File: config.mk
export PLATFORM = sky130hd
export DESIGN_NAME = pkt_tx_framer
export DESIGN_NICKNAME = d
export VERILOG_FILES = /design/src/rtl/pkt_tx_framer.sv
export SDC_FILE = /design/constraint.sdc
export NUM_CORES = 1
export LEC_CHECK = 0
export ABC_AREA = 1
export CAP_MARGIN = 20
export CORE_MARGIN = 10
export CORE_UTILIZATION = 49
export DETAILED_ROUTE_END_ITERATION = 12
export GPL_ROUTABILITY_DRIVEN = 0
export GPL_TIMING_DRIVEN = 0
export MAX_ROUTING_LAYER = met4
export PLACE_DENSITY = 0.67
export SYNTH_ARGS = -nofsm -noshare
export SYNTH_HDL_FRONTEND = slang
export SYNTH_SLANG_ARGS = --single-unit
File: constraint.sdc
create_clock -name clk -period 6.6 [get_ports clk]
set_input_delay 1.32 -clock clk [delete_from_list [all_inputs] [get_ports clk]]
set_output_delay 1.32 -clock clk [all_outputs]
set_load 0.02 [all_outputs]
File: src/rtl/pkt_tx_framer.sv
// pkt_tx_framer
//   Buffers PAYLOAD_BYTES bytes from the SPI slave byte stream, then on request
//   serializes preamble (1010...), sync word and payload MSB-first on tx_out,
//   one bit per bit_en strobe, followed by one tail strobe that ends the frame.
// Ports
//   clk, rst     system clock; asynchronous active-high reset
//   bit_en       1-cycle bit-period strobe
//   byte_in      payload byte, qualified by byte_valid
//   byte_ready   buffer can accept a byte this cycle (IDLE and not full)
//   tx_start     start transmission of a full buffer
//   abort        synchronous cancel of fill/transmit
//   tx_out       serial frame output, idle level 0
//   tx_active    high while a frame is in progress
//   tx_done      1-cycle pulse on normal frame completion
//   buf_count    bytes currently buffered
//   overflow     1-cycle pulse when a byte is offered while byte_ready=0
module pkt_tx_framer #(
  parameter int                        PREAMBLE_BITS = 16,
  parameter int                        SYNC_BITS     = 16,
  parameter logic [SYNC_BITS-1:0]      SYNC_WORD     = 16'hD391,
  parameter int                        PAYLOAD_BYTES = 8
) (
  input  logic       clk,
  input  logic       rst,
  input  logic       bit_en,
  input  logic [7:0] byte_in,
  input  logic       byte_valid,
  output logic       byte_ready,
  input  logic       tx_start,
  input  logic       abort,
  output logic       tx_out,
  output logic       tx_active,
  output logic       tx_done,
  output logic [3:0] buf_count,
  output logic       overflow
);

  localparam int DATA_BITS = 8 * PAYLOAD_BYTES;
  localparam int MAX_HDR   = (PREAMBLE_BITS > SYNC_BITS) ? PREAMBLE_BITS : SYNC_BITS;
  localparam int MAX_BITS  = (MAX_HDR > DATA_BITS) ? MAX_HDR : DATA_BITS;
  localparam int CNT_W     = $clog2(MAX_BITS + 1);
  localparam int IDX_W     = $clog2(PAYLOAD_BYTES);
  localparam int SW_W      = $clog2(SYNC_BITS);

  localparam logic [3:0]       FULL      = 4'(PAYLOAD_BYTES);
  localparam logic [CNT_W-1:0] PRE_LAST  = CNT_W'(PREAMBLE_BITS - 1);
  localparam logic [CNT_W-1:0] SYNC_LAST = CNT_W'(SYNC_BITS - 1);
  localparam logic [CNT_W-1:0] DATA_LAST = CNT_W'(DATA_BITS - 1);

  typedef enum logic [2:0] {
    S_IDLE,
    S_PREAMBLE,
    S_SYNC,
    S_PAYLOAD,
    S_TAIL
  } state_t;

  state_t           state;
  logic [CNT_W-1:0] bit_cnt;
  logic [7:0]       buf_mem [PAYLOAD_BYTES];

  logic [SW_W-1:0]  sync_idx;
  logic [IDX_W-1:0] byte_idx;
  logic [2:0]       bit_idx;
  logic             sync_bit;
  logic             payload_bit;

  assign byte_ready = (state == S_IDLE) && (buf_count < FULL);

  // Payload bit n is byte n/8, bit 7-(n%8); sync bit n is SYNC_WORD[SYNC_BITS-1-n].
  always_comb begin
    sync_idx    = SW_W'(SYNC_BITS - 1) - bit_cnt[SW_W-1:0];
    byte_idx    = bit_cnt[IDX_W+2:3];
    bit_idx     = ~bit_cnt[2:0];
    sync_bit    = SYNC_WORD[sync_idx];
    payload_bit = buf_mem[byte_idx][bit_idx];
  end

  always_ff @(posedge clk or posedge rst) begin
    if (rst) begin
      state     <= S_IDLE;
      bit_cnt   <= '0;
      buf_count <= '0;
      buf_mem   <= '{default: '0};
      tx_out    <= 1'b0;
      tx_active <= 1'b0;
      tx_done   <= 1'b0;
      overflow  <= 1'b0;
    end else begin
      tx_done  <= 1'b0;
      overflow <= 1'b0;
      if (abort) begin
        // Byte offered alongside abort is silently discarded.
        state     <= S_IDLE;
        bit_cnt   <= '0;
        buf_count <= '0;
        tx_out    <= 1'b0;
        tx_active <= 1'b0;
      end else begin
        if (byte_valid) begin
          if (byte_ready) begin
            buf_mem[buf_count[IDX_W-1:0]] <= byte_in;
            buf_count                     <= buf_count + 4'd1;
          end else begin
            overflow <= 1'b1;
          end
        end

        case (state)
          S_IDLE: begin
            tx_out <= 1'b0;
            // Uses the pre-write count, so a completing write cannot start a frame.
            if (tx_start && (buf_count == FULL)) begin
              state     <= S_PREAMBLE;
              bit_cnt   <= '0;
              tx_active <= 1'b1;
            end
          end
          S_PREAMBLE: if (bit_en) begin
            tx_out <= ~bit_cnt[0];
            if (bit_cnt == PRE_LAST) begin
              state   <= S_SYNC;
              bit_cnt <= '0;
            end else begin
              bit_cnt <= bit_cnt + CNT_W'(1);
            end
          end
          S_SYNC: if (bit_en) begin
            tx_out <= sync_bit;
            if (bit_cnt == SYNC_LAST) begin
              state   <= S_PAYLOAD;
              bit_cnt <= '0;
            end else begin
              bit_cnt <= bit_cnt + CNT_W'(1);
            end
          end
          S_PAYLOAD: if (bit_en) begin
            tx_out <= payload_bit;
            if (bit_cnt == DATA_LAST) begin
              state   <= S_TAIL;
              bit_cnt <= '0;
            end else begin
              bit_cnt <= bit_cnt + CNT_W'(1);
            end
          end
          S_TAIL: if (bit_en) begin
            tx_out    <= 1'b0;
            tx_done   <= 1'b1;
            tx_active <= 1'b0;
            buf_count <= '0;
            state     <= S_IDLE;
          end
          default: state <= S_IDLE;
        endcase
      end
    end
  end

endmodule

==> flow_summary.json, run 1 <==
{
  "syn-num-nets": 554,
  "yosys_warnings": 0,
  "insertion_delay_ns": 0.37,
  "cts_buffers": 9,
  "critPathTopFamily": "buffers and inverters",
  "rsz0062_at_grt": "no",
  "synth_area_mm2": 0.004134,
  "io_buffer_count": 21,
  "ys_seq_area_share_pct": 49.64,
  "grt_pass1_wl_mm": 18.05,
  "synth-edff-count": 0,
  "finalWorstPathRequiredPeriod_ns": 3.147,
  "pre_cts_ws_ns": 3.376,
  "path_max_fanout": 7,
  "num_vias": 3626,
  "drive_gt1_share_pct": 7.491,
  "hold_path_class": "flip-flop to flip-flop",
  "max_slew_margin_pct": 60.03,
  "core_mm2": 0.008217,
  "ir_drop_mv": 0.1511,
  "cp-end-kind": "output pin",
  "power_leakage_nw": 2.279,
  "hold_buffers": 0,
  "slowest_stage": "clkdlybuf4s50_1",
  "p_total_mw": 1.596,
  "cts_setup_buffers": 0,
  "hpwlAfterDp_mm": 7.614,
  "max_freq_ghz": 0.3177,
  "rows": 33,
  "grt_use_total_pct": 18.11,
  "grt_max_degree": 43,
  "skew_ns": 0.008461,
  "io_pins": 23,
  "layout_setup_ws_ns": 3.453,
  "tritoncts": "done",
  "final_antenna_net_count": 0,
  "power.density_mw_per_mm2": 342.4,
  "initial_core_util_pct": 50.31,
  "slowest_delay_ns": 0.61,
  "overflow": 0,
  "cts_resized": 0,
  "wl_per_cell_um": 15.90,
  "grt_antenna_before_repair": 0,
  "antenna_cells": 0,
  "slew_viol_final": 0,
  "synth_top_area_cell": "dfrtp_1",
  "cts.path.max_buffers": 2,
  "die_w_um": 111.9,
  "path_class": "flip-flop to output pin",
  "drt_iter0_drc": 278,
  "final-setup-viol-count": 0,
  "areaGrowthSynthToFinish_pct": 12.74,
  "netlist-cell-type-count": 35,
  "cts_max_level": 3,
  "clk_pin_slew_worst_paths_ns": 0.08,
  "vias_per_cell": 5.340,
  "die_height_um": 111.9,
  "nets": 587,
  "status": "finished, final reports clean",
  "routed_wl_mm": 10.80,
  "crit_chain": "nor2_4, nand2_4, nor2_1, clkdlybuf4s50_1",
  "synth-main-ff-cell": "dfrtp_1",
  "cp-start-kind": "flip-flop",
  "ys_ff_latch": 82,
  "worst_slew_pin_slew_ns": 0.5996,
  "synthArstFlopShare_pct": 100.0,
  "synth_top_area_share_pct": 49.64,
  "cp_num_buf_inv": 1,
  "syn_area_per_cell_um2": 7.713,
  "dr.pass1.iters": 5,
  "cts_sinks": 82,
  "hold_ws_ns": 0.4897,
  "tns_ns": 0,
  "synthTopCellsByArea": "dfrtp_1, nand2_1, o21ai_0",
  "dieArea_mm2": 0.01251,
  "cts-root-buf": "clkbuf_8",
  "synthCells": 536,
  "fin_util_pct": 56.72,
  "report.final.hold_viol_count": 0,
  "required_ns": 5.28,
  "grt_pass1_vias": 3567,
  "maxCapViolations": 0,
  "drc": 0,
  "fin_crit_sh_pct": 47.69,
  "worstPathArrival_ns": 1.83
}
-- cell usage in the layout, fill, tap and decap left out, drive strengths merged --
cell	instances
clkinv	7
nor4	1
nor2	33
inv	42
ha	4
xor2	1
o211ai	1
nand4	3
nand3b	1
o21ai	82
nand3	42
buf	15
o22ai	1
o31ai	2
clkdlybuf4s50	21
nor3	5
nand2	199
dfrtp	82
clkbuf	17
a21oi	10
clkinvlp	1
a22oi	1
a41oi	1
and3	1
a211oi	1
-- synthesized netlist by cell type (2+ instances only) --
| master | count |
|---|---|
| nor3_1 | 2 |
| nor2_1 | 30 |
| dfrtp_1 | 82 |
| nand3_1 | 39 |
| nor2_4 | 2 |
| inv_1 | 41 |
| nand3_2 | 3 |
| clkbuf_1 | 6 |
| nor3_4 | 3 |
| ha_1 | 4 |
| buf_2 | 10 |
| buf_6 | 3 |
| nand4_1 | 2 |
| clkinv_1 | 3 |
| a21oi_1 | 9 |
| nand2_1 | 197 |
| o21ai_1 | 2 |
| o31ai_1 | 2 |
| o21ai_0 | 80 |
-- flip-flops by register name (all words and copies together) (netlist names) --
register,flops
overflow,1
bit_cnt,7
buf_mem,64
tx_active,1
state,3
tx_done,1
buf_count,4
tx_out,1
-- per-layer routing --
| layer | GRT usage (%) | wire (um) |
|---|---|---|
| met1 | 22.79 | 4992 |
| met2 | 27.97 | 4959 |
| met3 | 3.811 | 620 |
| met4 | 6.855 | 225 |
| met5 | - | 0 |
-- area by class of cell --
type / count / area (um2)
Inverter: 45 / 171.4
Buffer: 20 / 110.1
Fill cell: 803 / 3556
Timing Repair Buffer: 22 / 230.2
Multi-Input combinational cell: 389 / 1803
Clock buffer: 11 / 131.4
Tap cell: 105 / 131.4
Sequential cell: 82 / 2052
Clock inverter: 5 / 31.28
-- worst reg2reg max path: stages, from the launching register on --
cell and delay, ns:
dfrtp_1 0.32, buf_2 0.21, clkinv_1 0.25, clkbuf_1 0.30
o21ai_0 0.27, nand3_1 0.12, nand3_1 0.10, nand3_1 0.07
nand2_1 0.08, nand2_1 0.05, nand3_1 0.06, nand2_1 0.06
nand2_1 0.05, nand2_1 0.04
-- stage by stage --
step                      cells  instance area [um2]
final                       679                 4661
after floorplan             536                 4134
after CTS                   679                 4661
after global routing        679                 4661
after global placement      662                 4476
after detailed placement    663                 4498
-- worst paths after layout --
path,from,to,slack (ns),cells after the start
min in group asynchronous,rst,buf_count[3],1.34,2
setup reg to reg,bit_cnt[3],tx_out,4.50,13
hold / removal,buf_mem[60],buf_mem[60],0.49,2
setup / recovery,state[1],byte_ready,3.45,4
hold reg to reg,buf_mem[60],buf_mem[60],0.49,2
max in group asynchronous,rst,buf_mem[59],4.64,3
-- kinds of logic after synthesis --
family                     after synthesis  synth area share (%)
AOI/OAI and AO/OA                       99                 12.50
adders and majority gates                4                 1.211
xor gates and xnor gates                 1                0.2119
and+or+nand+nor                        285                 29.69
DFF                                     82                 49.64
buffers and inverters                   65                 6.749
-- power breakdown --
group | internal, mW | switching, mW
Clock | 0.136 | 0.186
Sequential | 0.651 | 0.101
Combinational | 0.199 | 0.324
Total | 0.985 | 0.610
Power figures use the tool's default switching activity.
==> inputs of run 2 (changes only) <==
clock period = 3.15 ns   (was 6.6 ns; I/O delays follow)
==> results of run 2 <==
The final DEF is identical to that of run 1. Status: finished, final reports clean.
Main changes from that run: setup slack after placement 3.376 ns -> 0.6165 ns; setup slack after layout 3.453 ns -> 0.6927 ns; register-to-register setup slack 4.50 ns -> 1.05 ns; total power 1.596 mW -> 3.344 mW; worst IR drop on VDD 0.1511 mV -> 0.3166 mV
